File: src/rtl/spi_slave_responder.sv
// SPI mode-0 slave: synchronizes the pad signals, shifts TX/RX bytes and queues received bytes.
// Define SPI_SLAVE_RESPONDER_RXFIFO_EN for a 4-entry RX FIFO; otherwise RX uses a single holding register.
module spi_slave_responder #(
   parameter logic [7:0] DUMMY_BYTE  = 8'hFF,
   parameter int         SYNC_STAGES = 2
) (
   input  logic       wb_clk_i,
   input  logic       wb_rst_i,
   input  logic       sclk,
   input  logic       ssn,
   input  logic       mosi,
   output logic       miso,
   output logic       miso_oeb,
   input  logic [7:0] tx_data,
   input  logic       tx_valid,
   output logic       tx_ready,
   output logic [7:0] rx_data,
   output logic       rx_valid,
   input  logic       rx_ready,
   output logic       rx_overrun,
   input  logic       rx_ovr_clr,
   output logic       busy
);

   typedef enum logic {S_IDLE = 1'b0, S_ACTIVE = 1'b1} state_t;

   state_t r_state, w_state_nxt;

   logic [SYNC_STAGES-1:0] r_sclk_sync, r_ssn_sync, r_mosi_sync;
   logic r_sclk_d, r_ssn_d;
   logic w_sclk, w_ssn, w_mosi;
   logic w_sclk_rise, w_sclk_fall, w_ssn_rise, w_ssn_fall;
   logic w_active, w_start, w_edge_ok, w_tx_load;

   logic [7:0] r_tx_sr, r_rx_sr;
   logic [2:0] r_fall_cnt, r_bit_cnt;
   logic       r_push, r_overrun;
   logic       w_pop, w_wr, w_drop;

   always_ff @(posedge wb_clk_i) begin
      if (wb_rst_i) begin
         r_sclk_sync <= '0;
         r_ssn_sync  <= '1;
         r_mosi_sync <= '0;
         r_sclk_d    <= 1'b0;
         r_ssn_d     <= 1'b1;
      end else begin
         r_sclk_sync <= {r_sclk_sync[SYNC_STAGES-2:0], sclk};
         r_ssn_sync  <= {r_ssn_sync[SYNC_STAGES-2:0], ssn};
         r_mosi_sync <= {r_mosi_sync[SYNC_STAGES-2:0], mosi};
         r_sclk_d    <= r_sclk_sync[SYNC_STAGES-1];
         r_ssn_d     <= r_ssn_sync[SYNC_STAGES-1];
      end
   end

   assign w_sclk      = r_sclk_sync[SYNC_STAGES-1];
   assign w_ssn       = r_ssn_sync[SYNC_STAGES-1];
   assign w_mosi      = r_mosi_sync[SYNC_STAGES-1];
   assign w_sclk_rise = w_sclk & ~r_sclk_d;
   assign w_sclk_fall = ~w_sclk & r_sclk_d;
   assign w_ssn_rise  = w_ssn & ~r_ssn_d;
   assign w_ssn_fall  = ~w_ssn & r_ssn_d;

   always_ff @(posedge wb_clk_i) begin
      if (wb_rst_i) r_state <= S_IDLE;
      else          r_state <= w_state_nxt;
   end

   always_comb begin
      w_state_nxt = r_state;
      case (r_state)
         S_IDLE:   if (w_ssn_fall) w_state_nxt = S_ACTIVE;
         S_ACTIVE: if (w_ssn_rise) w_state_nxt = S_IDLE;
         default:  w_state_nxt = S_IDLE;
      endcase
   end

   assign w_active  = (r_state == S_ACTIVE);
   assign w_start   = (r_state == S_IDLE) & w_ssn_fall;
   // sclk edges coinciding with the closing ssn edge belong to no frame
   assign w_edge_ok = w_active & ~w_ssn_rise;
   assign w_tx_load = ~wb_rst_i & (w_start | (w_edge_ok & w_sclk_fall & (r_fall_cnt == 3'd7)));

   assign tx_ready = w_tx_load & tx_valid;
   assign miso     = r_tx_sr[7];
   assign miso_oeb = ~w_active;
   assign busy     = w_active;

   always_ff @(posedge wb_clk_i) begin
      if (wb_rst_i) begin
         r_tx_sr    <= '0;
         r_fall_cnt <= '0;
      end else begin
         if (w_tx_load)                      r_tx_sr <= tx_valid ? tx_data : DUMMY_BYTE;
         else if (w_edge_ok && w_sclk_fall)  r_tx_sr <= {r_tx_sr[6:0], 1'b0};
         if (w_start)                        r_fall_cnt <= '0;
         else if (w_edge_ok && w_sclk_fall)  r_fall_cnt <= r_fall_cnt + 3'd1;
      end
   end

   always_ff @(posedge wb_clk_i) begin
      if (wb_rst_i) begin
         r_rx_sr   <= '0;
         r_bit_cnt <= '0;
         r_push    <= 1'b0;
      end else begin
         r_push <= w_edge_ok & w_sclk_rise & (r_bit_cnt == 3'd7);
         if (w_active && w_ssn_rise) begin
            r_bit_cnt <= '0;
         end else if (w_edge_ok && w_sclk_rise) begin
            r_rx_sr   <= {r_rx_sr[6:0], w_mosi};
            r_bit_cnt <= r_bit_cnt + 3'd1;
         end
      end
   end

`ifdef SPI_SLAVE_RESPONDER_RXFIFO_EN
   logic [3:0][7:0] r_fifo;
   logic [1:0]      r_wr_ptr, r_rd_ptr;
   logic [2:0]      r_count;
   logic            w_full;

   assign w_full   = (r_count == 3'd4);
   assign rx_valid = (r_count != 3'd0);
   assign rx_data  = r_fifo[r_rd_ptr];
   assign w_pop    = rx_valid & rx_ready;
   assign w_wr     = r_push & (~w_full | w_pop);
   assign w_drop   = r_push & w_full & ~w_pop;

   always_ff @(posedge wb_clk_i) begin
      if (wb_rst_i) begin
         r_fifo   <= '0;
         r_wr_ptr <= '0;
         r_rd_ptr <= '0;
         r_count  <= '0;
      end else begin
         if (w_wr) begin
            r_fifo[r_wr_ptr] <= r_rx_sr;
            r_wr_ptr         <= r_wr_ptr + 2'd1;
         end
         if (w_pop) r_rd_ptr <= r_rd_ptr + 2'd1;
         case ({w_wr, w_pop})
            2'b10:   r_count <= r_count + 3'd1;
            2'b01:   r_count <= r_count - 3'd1;
            default: r_count <= r_count;
         endcase
      end
   end
`else
   logic [7:0] r_hold;
   logic       r_hold_vld;

   assign rx_valid = r_hold_vld;
   assign rx_data  = r_hold;
   assign w_pop    = r_hold_vld & rx_ready;
   assign w_wr     = r_push & (~r_hold_vld | w_pop);
   assign w_drop   = r_push & r_hold_vld & ~w_pop;

   always_ff @(posedge wb_clk_i) begin
      if (wb_rst_i) begin
         r_hold     <= '0;
         r_hold_vld <= 1'b0;
      end else if (w_wr) begin
         r_hold     <= r_rx_sr;
         r_hold_vld <= 1'b1;
      end else if (w_pop) begin
         r_hold_vld <= 1'b0;
      end
   end
`endif

   // a drop in the same cycle as a clear leaves the flag set
   always_ff @(posedge wb_clk_i) begin
      if (wb_rst_i)        r_overrun <= 1'b0;
      else if (w_drop)     r_overrun <= 1'b1;
      else if (rx_ovr_clr) r_overrun <= 1'b0;
   end

   assign rx_overrun = r_overrun;

endmodule

File: config.mk
export PLATFORM = sky130hd
export DESIGN_NAME = spi_slave_responder
export DESIGN_NICKNAME = d
export VERILOG_FILES = /design/src/rtl/spi_slave_responder.sv
export SDC_FILE = /design/constraint.sdc
export NUM_CORES = 1
export LEC_CHECK = 0
export BUFFER_PORTS_ARGS = -buffer_cell sky130_fd_sc_hd__clkbuf_2
export CORE_MARGIN = 4
export CORE_UTILIZATION = 50
export DETAILED_ROUTE_END_ITERATION = 7
export PLACE_DENSITY_LB_ADDON = 0.1
export SYNTH_ARGS = -nofsm -noshare
export SYNTH_HDL_FRONTEND = slang
export SYNTH_SLANG_ARGS = --single-unit
File: constraint.sdc
create_clock -name wb_clk_i -period 3.34 [get_ports wb_clk_i]
set_clock_uncertainty 0.1 [all_clocks]
set_input_delay 0.167 -clock wb_clk_i [delete_from_list [all_inputs] [get_ports wb_clk_i]]
set_output_delay 0.167 -clock wb_clk_i [all_outputs]
set_load 0.01 [all_outputs]
==> impl_metrics.py <==
metrics = {
    "run_status": {
        "outcome": "complete, no violations",
    },
    "placed_design": {
        "dp_hpwl_mm": 2.02,
        "io_buffers": 29,
        "dp_cells": 231,
        "gp_congestion": 0.709,
    },
    "die": {
        "start_util": 0.519,
        "io_pins": 30,
        "rows": 21,
        "coreArea_sq_um": 3360,
        "die_y_um": 67.1,
        "die_w_um": 67.1,
        "die_area_sq_um": 4500,
    },
    "drt": {
        "postRouteAntennaNets": 0,
        "wire_per_inst_um": 11.8,
        "drt-pass1-iter-count": 4,
        "dr_total_vias": 1197,
        "drt_iter0_drc": 48,
        "drc": 0,
        "routed_wirelength_mm": 2.93,
        "viasPerCell": 4.83,
    },
    "setup_path": {
        "crit_arrival_ns": 1.79,
        "cp-start-kind": "flip-flop",
        "end_kind": "output port",
        "required_ns": 3.07,
        "cp_max_fo": 8,
        "path_class": "reg -> out",
        "rrSetupSlack_ns": 1.48,
    },
    "sta": {
        "hold_viol_final": 0,
        "period_minus_slack_ns": 2.06,
        "worst_pin_slew_ns": 0.828,
        "fmax_mhz": 485,
        "finalCritPeriodShare": 0.617,
        "final.setup.tns_ns": 0,
        "finalSetupViolCount": 0,
        "rsz0062_at_grt": "false",
        "slew_viol_final": 0,
        "slew_headroom": 0.448,
    },
    "yosys": {
        "ys_types": 30,
        "post_synth_xor_area_fraction": 0.0100,
        "synth_top_area_share": 0.481,
        "syn-mean-instance-area_sq_um": 10.7,
        "synth_compound_area_frac": 0.0681,
        "syn_area_sq_um": 1750,
        "synth_area_leader_cell": "dfxtp_1",
        "syn_nets": 184,
        "synthAdderAreaFrac": 0.0287,
        "muxShareOfSynthArea": 0.167,
        "synth_area_leaders": "dfxtp_1 (48%), mux2i_1 (13%), nor2_1 (4.9%)",
        "synth_top_family_by_area": "simple AND/OR/NAND/NOR gates",
        "seq_area_frac_synth": 0.481,
        "syn_inst": 164,
        "yosysWarnings": 0,
        "synthSimpleGateAreaFrac": 0.216,
        "ys_seq_elements": 42,
    },
    "pwr": {
        "p_per_area_nw_per_um2": 427,
        "p_sw_frac": 0.206,
        "p_comb_frac": 0.067,
        "internal_power_mw": 0.702,
        "ir_drop_mv": 0.307,
        "switchingPower_mw": 0.182,
        "p_clk_frac": 0.349,
        "total_power_mw": 0.883,
        "p_leak_nw": 1.00,
        "power_frac_seq": 0.585,
    },
    "clock_network": {
        "cts_buffers": 5,
        "cts_tree": "yes",
        "cts_root_buf": "clkbuf_4",
        "post_cts.repair.setup_buffers": 0,
        "cts_sinks": 42,
        "hold_buffers": 9,
        "clockBufferDepth": 2,
        "clkLatencyLatePin_ns": 0.34,
        "clkSlewWorstSetupHoldPaths_ns": 0.11,
        "h-tree-depth": 2,
        "ctsResizeCount": 0,
    },
    "layout": {
        "drive_gt1_frac": 0.277,
        "layout_commonest_cell": "dfxtp_1",
        "instances_no_fill": 248,
        "nFillCells": 318,
        "nets": 221,
        "syn2layout_area_growth_pct": 18.4,
        "final_cell_mix": "dfxtp_1 (42), clkbuf_2 (29), nor2_1 (23)",
        "diodes": 0,
    },
    "global_route": {
        "grt_pass1_wl_mm": 5.01,
        "antenna_found_initial": 0,
        "grt_max_degree": 43,
        "overflow": 0,
        "grt_pass1_vias": 1187,
        "grtUsageTotal": 0.148,
    },
    "min_path": {
        "min_path_type": "in -> reg",
    },
    "run": {
        "maxCapViolCount": 0,
    },
}
[cells in the mapped netlist, drive strengths merged]
master / instances
dfxtp: 42
nor2: 23
mux2i: 22
nor2b: 14
nand2b: 7
nand2: 6
nor3b: 6
or2: 6
mux2: 5
o22ai: 5
buf: 4
clkbuf: 4
ha: 4
a211oi: 3
nor3: 3
a21oi: 2
xor2: 2
a41oi: 1
inv: 1
nand3: 1
nand4b: 1
o21bai: 1
or3b: 1
[through the flow]
stage                     cell area [sq um]   util  setup WS, ns  hold slack, ns
after detailed placement               1900  0.566          1.48           0.253
final                                  2070  0.615          1.28          0.0210
after global placement                 1900  0.566          1.58           0.253
after CTS                              2070  0.615          1.23         0.00923
after floorplan                        1750      -          1.84           0.171
after global routing                   2070  0.615          1.10          0.0857
[cell families after synthesis]
group,count (synthesis)
multiplexers,27
AO/OA/AOI/OAI,12
buffers and inverters,9
adder cells (fa/ha/maj),4
XOR/XNOR,2
flip-flops,42
AND/OR/NAND/NOR,68
[critical path: stages, from the launching register on]
cell      delay (ns)
dfxtp_1         0.37
ha_1            0.15
ha_1            0.29
a41oi_2         0.25
nor3b_1         0.23
clkbuf_2        0.17
[sequential cells by signal (all words and copies together), names as in the netlist]
register,flops
rx_overrun,1
r_ssn_sync,2
r_sclk_d,1
r_ssn_d,1
r_fall_cnt,3
r_mosi_sync,2
rx_valid,1
busy,1
r_rx_sr,8
r_push,1
r_tx_sr,8
r_sclk_sync,2
r_bit_cnt,3
rx_data,8
[worst paths after layout]
kind | from | to | cells after the start
worst min register to register | r_ssn_sync[0] | r_ssn_sync[1] | 1
worst max-delay path | r_fall_cnt[0] | tx_ready | 5
worst max register to register | busy | r_rx_sr[1] | 3
worst min-delay path | rx_ovr_clr | rx_overrun | 4
[power groups by stage]
stage | sequential (mW) | combinational (mW) | clock [mW]
after floorplan | 0.527 | 0.0354 | 0
after global placement | 0.527 | 0.0505 | 0
after detailed placement | 0.528 | 0.0513 | 0
after CTS | 0.517 | 0.0598 | 0.322
after global routing | 0.518 | 0.0659 | 0.335
final | 0.517 | 0.0588 | 0.308
[per-layer routing]
metal  up-vias  track usage  part of all wire
li1        633            -                 -
met1       543        0.174              0.46
met2        19        0.249              0.50
met3         2       0.0405             0.033
met4         0       0.0684            0.0058
met5         -            0                 0
[area by class of cell]
class / count / area (sq um) / area share
clock buffer: 7 / 45.0 / 0.0218
clock inverter: 1 / 30.0 / 0.0145
inverter: 1 / 3.75 / 0.00181
multi-input combinational: 113 / 856 / 0.414
sequential: 42 / 841 / 0.407
tap: 46 / 57.6 / 0.0278
timing repair buffer: 38 / 235 / 0.114
No activity file was read; power rests on OpenSTA's default activity.
